### src/rtl/addsub_pkg.sv
// addsub_pkg: shared constants and types for pipelined_addsub.
//   ADDSUB_ADD / ADDSUB_SUB : values of the sel input
//   flags_t                 : writeback flag bundle {c_out, overflow, zero, negative}
package addsub_pkg;
  localparam logic ADDSUB_ADD = 1'b0;
  localparam logic ADDSUB_SUB = 1'b1;
  typedef struct packed {
    logic c_out;
    logic overflow;
    logic zero;
    logic negative;
  } flags_t;
endpackage

### src/rtl/addsub_segment.sv
// addsub_segment: combinational SEG-bit ripple-carry adder slice.
//   a, b : SEG-bit addends
//   cin  : carry into bit 0
//   s    : SEG-bit partial sum
//   cout : carry out of bit SEG-1
//   cmsb : carry into bit SEG-1 (overflow tap)
module addsub_segment #(
  parameter int SEG = 4
) (
  input  logic [SEG-1:0] a,
  input  logic [SEG-1:0] b,
  input  logic           cin,
  output logic [SEG-1:0] s,
  output logic           cout,
  output logic           cmsb
);
  assign {cout, s} = {1'b0, a} + {1'b0, b} + {{SEG{1'b0}}, cin};
  // sum bit = a ^ b ^ carry-in, so the carry into the top bit falls out directly
  assign cmsb = a[SEG-1] ^ b[SEG-1] ^ s[SEG-1];
endmodule

### src/rtl/pipelined_addsub.sv
// pipelined_addsub: WIDTH-bit add/subtract with the carry chain cut into
// SEG-bit pipeline stages, valid/ready handshake with global stall, and flags.
//   clk, rst             : clock, asynchronous active-high reset
//   in_valid, in_ready   : operand handshake
//   x, y, sel            : operands; sel = 0 add, 1 subtract (x - y)
//   out_valid, out_ready : result handshake
//   sum                  : result modulo 2^WIDTH
//   c_out, overflow      : raw carry out of MSB, signed overflow
//   zero, negative       : sum == 0, sum[WIDTH-1]
module pipelined_addsub
  import addsub_pkg::*;
#(
  parameter int WIDTH = 16,
  parameter int SEG   = 4
) (
  input  logic             clk,
  input  logic             rst,
  input  logic             in_valid,
  output logic             in_ready,
  input  logic [WIDTH-1:0] x,
  input  logic [WIDTH-1:0] y,
  input  logic             sel,
  output logic             out_valid,
  input  logic             out_ready,
  output logic [WIDTH-1:0] sum,
  output logic             c_out,
  output logic             overflow,
  output logic             zero,
  output logic             negative
);
  localparam int STAGES = WIDTH / SEG;
  if (WIDTH % SEG != 0 || WIDTH < 2) begin : g_bad
    $fatal(1, "pipelined_addsub: WIDTH must be a multiple of SEG and at least 2");
  end
  logic             advance;
  logic             last_co;
  logic             last_cm;
  logic [WIDTH-1:0] last_sn;
  flags_t           flags;
  // the whole pipe moves as one; nothing loads while the output is blocked
  assign advance  = !out_valid || out_ready;
  assign in_ready = advance;
  for (genvar k = 0; k < STAGES; k++) begin : g_stage
    localparam int LO = k * SEG;
    // xa/ya: operand bits not yet consumed, this stage's segment at the bottom
    logic [WIDTH-LO-1:0] xa;
    logic [WIDTH-LO-1:0] ya;
    // sn/s: completed low sum bits including this segment (comb / registered)
    logic [LO+SEG-1:0]   sn;
    logic [LO+SEG-1:0]   s;
    logic [SEG-1:0]      ps;
    logic                vi;
    logic                ci;
    logic                co;
    logic                cmsb;
    logic                v;
    if (k == 0) begin : g_src
      assign vi = in_valid;
      assign xa = x;
      assign ya = y ^ {WIDTH{sel == ADDSUB_SUB}};
      assign ci = sel == ADDSUB_SUB;
      assign sn = ps;
    end else begin : g_src
      assign vi = g_stage[k-1].v;
      assign xa = g_stage[k-1].g_fwd.xs;
      assign ya = g_stage[k-1].g_fwd.ys;
      assign ci = g_stage[k-1].g_fwd.c;
      assign sn = {ps, g_stage[k-1].s};
    end
    addsub_segment #(.SEG(SEG)) u_seg (
      .a   (xa[SEG-1:0]),
      .b   (ya[SEG-1:0]),
      .cin (ci),
      .s   (ps),
      .cout(co),
      .cmsb(cmsb)
    );
    always_ff @(posedge clk or posedge rst)
      if (rst) begin
        v <= 1'b0;
        s <= '0;
      end else if (advance) begin
        v <= vi;
        s <= sn;
      end
    // every stage but the last forwards the remaining operand bits and its carry
    if (k < STAGES - 1) begin : g_fwd
      logic [WIDTH-LO-SEG-1:0] xs;
      logic [WIDTH-LO-SEG-1:0] ys;
      logic                    c;
      logic                    unused_cmsb;
      assign unused_cmsb = cmsb;
      always_ff @(posedge clk or posedge rst)
        if (rst) begin
          xs <= '0;
          ys <= '0;
          c  <= 1'b0;
        end else if (advance) begin
          xs <= xa[WIDTH-LO-1:SEG];
          ys <= ya[WIDTH-LO-1:SEG];
          c  <= co;
        end
    end
  end
  assign last_co = g_stage[STAGES-1].co;
  assign last_cm = g_stage[STAGES-1].cmsb;
  assign last_sn = g_stage[STAGES-1].sn;
  // flags are registered alongside the final sum so they stay in step with it
  always_ff @(posedge clk or posedge rst)
    if (rst) flags <= '0;
    else if (advance) flags <= '{c_out: last_co, overflow: last_co ^ last_cm, zero: last_sn == '0, negative: last_sn[WIDTH-1]};
  assign out_valid = g_stage[STAGES-1].v;
  assign sum       = g_stage[STAGES-1].s;
  assign {c_out, overflow, zero, negative} = flags;
endmodule

### config.mk
export PLATFORM = sky130hd
export DESIGN_NAME = pipelined_addsub
export DESIGN_NICKNAME = d
export VERILOG_FILES = /design/src/rtl/addsub_pkg.sv /design/src/rtl/addsub_segment.sv /design/src/rtl/pipelined_addsub.sv
export SDC_FILE = /design/constraint.sdc
export NUM_CORES = 1
export LEC_CHECK = 0
export CORE_AREA = 2 2 123 101
export CTS_CLUSTER_SIZE = 28
export DETAILED_ROUTE_END_ITERATION = 10
export DIE_AREA = 0 0 125 103
export MAX_ROUTING_LAYER = met4
export SYNTH_ARGS = -nofsm -noshare
export SYNTH_HDL_FRONTEND = slang
export SYNTH_HIERARCHICAL = 1
export SYNTH_SLANG_ARGS = --single-unit
### constraint.sdc
create_clock -name clk -period 6.5 [get_ports clk]
set_input_delay 0.65 -clock clk [delete_from_list [all_inputs] [get_ports clk]]
set_output_delay 0.65 -clock clk [all_outputs]
set_load 0.03 [all_outputs]
==> impl_metrics.toml <==
[routing]
drc = 0
firstDrtPassIters = 4
ant_nets = 0
wirelength_um = 8060
routed-via-count = 3055
wire_per_inst_um = 11.5
via_per_inst = 4.37
drtIter0Drc = 141

[sta]
setup_tns_ps = 0
finalCritPeriodShare_pct = 46.1
hold_viol = 0
max_slew_margin_pct = 34.3
min_period_ps = 3000
setup_viol = 0
worst_pin_slew_ps = 986
setup_ws_ps = 3500
fin_skew_ps = 5.06
finalMaxSlewViolations = 0
fmax_ghz = 0.333
rsz0062_at_grt = "false"

[grt]
grt_first_pass_wirelength_um = 14500
grt_usage_pct = 14.2
grt_max_degree = 85
antenna_found_initial = 0
grt_pass1_vias = 3147
overflow = 0

[cells_and_area]
register_area_um2 = 2450
nNetsFinal = 599
drive_gt1_share_pct = 4.20
diodes = 0
multiInputGateArea_um2 = 1760
fillers = 1191
synthToLayoutAreaGrowth_pct = 21.7

[clock_network]
cts_resized = 0
cts_root_buf = "clkbuf_16"
cts_made_buffers = 9
cts_tree = "yes"
path_clk_slew_ps = 70
clock_sinks = 98
clockBufferDepth = 2
insertion_delay_ps = 340
htree_levels = 3
post-cts-setup-buffers = 0
postCtsHoldBufs = 0

[setup_path]
cpPeakStageDelay_ps = 610
cp-end-kind = "primary output"
path_cells = "clkdlybuf4s50_1 -> nor2b_4 -> buf_4 -> inv_2 -> clkdlybuf4s50_1"
r2r-start = "out_valid"
path_delay_family = "buffers and inverters"
worstPathRequired_ps = 5850
crit_fanout = 57
criticalPathCategory = "in2out"
crit_slowest_cell = "clkdlybuf4s50_1"
cp-startpoint = "out_ready"
start_kind = "input pin"
arrival_ps = 2350
cp.buffers_inverters = 4
crit_top_cell = "clkdlybuf4s50_1"

[floorplan]
die_h_um = 103
core-area_um2 = 11800
dieArea_um2 = 12900
std_cell_rows = 36
io_pins = 59
start_util_pct = 37.5
die_w_um = 125

[logic_synthesis]
synth.most_common_cell = "nand2_1"
synth_area_um2 = 4430
ys_warn_count = 6
synthTopCellsByCount = "nand2_1, dfrtp_1, o21ai_0, inv_1, xnor2_1"
syn_avg_cell_area_um2 = 8.98
synth_flop_cell = "dfrtp_1"
yosys.area.top_type = "dfrtp_1"
synth_top_area_share_pct = 55.4
syn_nets = 550
synth_seq_cells = 98
synth_edf_count = 0
ys_seq_area_share_pct = 55.4
syn-instance-count = 493
synth.area.top_cells = "dfrtp_1, nand2_1, fa_1"
postSynth.asyncResetShare_pct = 100
synth.distinct_cells = 20

[worst_hold_path]
min_path_type = "reg2reg"
hp-start = "g_stage[2].v"

[power_and_ir_drop]
power_switching_uw = 973
power.share.switching_pct = 38.0
seqPwrFrac_pct = 40.5
finalPower_mw = 2.56
p_per_area_nw_per_um2 = 475
comb_power_share_pct = 38.8
ir_drop_uv = 158
internal_power_mw = 1.59
p_clk_share_pct = 20.7
p_leak_nw = 2.71

[run_status]
status = "finished, final reports clean"

[flow_run]
maxCapViolCount = 0

[place]
place_ws_ps = 3320
io_buffers = 58
gp_congestion = 0.737
hpwl_um = 5400
==> final cells by class <==
| class | instances | share of cell area [%] |
|---|---|---|
| clock buffer | 9 | 4.18 |
| clock inverter | 7 | 1.42 |
| multi-input combinational | 353 | 32.7 |
| sequential | 98 | 45.5 |
| timing repair buffer | 62 | 11.3 |
| tap | 152 | 3.53 |
| inverter | 18 | 1.30 |
==> power groups by stage <==
stage               Sequential, mW  Clock [mW]  Combinational [mW]
floorplan                     1.12           0               0.638
global placement              1.04           0               0.981
detailed placement            1.05           0                1.01
CTS                           1.04       0.546                1.01
global route                  1.08       0.569                1.15
finish                        1.04       0.529               0.994
==> flip-flops by register name, summed over array words and instances, names as in the netlist, 3 cells and up <==
signal	flops
g_stage.g_fwd.c	3
g_stage.g_fwd.xs	24
g_stage.g_fwd.ys	24
g_stage.s	24
g_stage.v	3
sum	16
==> per-layer routing <==
| layer | share of wire [%] | wire (µm) | track usage, % |
|---|---|---|---|
| met1 | 53 | 4250 | 19.2 |
| met2 | 42 | 3360 | 21.5 |
| met3 | 4.1 | 327 | 2.59 |
| met4 | 1.6 | 128 | 5.21 |
| met5 | 0 | 0 | - |
==> layout by cell type, fill, tap and decap left out <==
cell type / count
nand2_1: 267
dfrtp_1: 98
clkdlybuf4s50_1: 58
o21ai_0: 18
xnor2_1: 17
inv_1: 16
ha_1: 12
clkbuf_16: 9
xor2_1: 8
fa_1: 8
nand2b_1: 5
nor4_1: 4
nor2b_1: 4
nand3_1: 4
a21oi_1: 4
buf_4: 4
clkinvlp_4: 2
inv_6: 2
nor2b_4: 1
inv_2: 1
inv_4: 1
nand4_1: 1
clkinv_2: 1
clkinv_4: 1
bufinv_16: 1
==> cell families after synthesis <==
| family | after synthesis | share of synthesized area, % |
|---|---|---|
| AND/OR/NAND/NOR | 286 | 25.4 |
| flip-flops | 98 | 55.4 |
| buffers and inverters | 42 | 4.78 |
| XOR/XNOR | 25 | 4.95 |
| AO/OA/AOI/OAI | 22 | 2.49 |
| adder cells (fa/ha/maj) | 20 | 7.01 |
==> worst reg2reg max path: stages, from the launching register on <==
cell and delay [ps]:
dfrtp_1 380, nor2b_4 120, buf_4 280, inv_2 130, buf_4 640, nand2_1 210, nand2_1 100
==> path summary, 6_finish.rpt <==
path                                           to  slack, ps  cells past startpoint
max                                      in_ready       3500                      5
min                                  g_stage[2].v        460                      2
max reg2reg                g_stage[1].g_fwd.xs[1]       4570                      6
min reg2reg                          g_stage[2].v        460                      2
max in group asynchronous  g_stage[1].g_fwd.xs[2]       4670                      3
min in group asynchronous                 sum[15]        600                      2
==> stage by stage <==
stage | cells | area, µm² | hold slack (ps) | util [%]
after global routing | 699 | 5390 | 483 | 45.7
after detailed placement | 683 | 5090 | 451 | 43.1
final | 699 | 5390 | 461 | 45.7
after CTS | 699 | 5390 | 466 | 45.7
after global placement | 683 | 5090 | 446 | 43.1
after floorplan | 493 | 4430 | 430 | -
(Power assumes the default switching activity.)
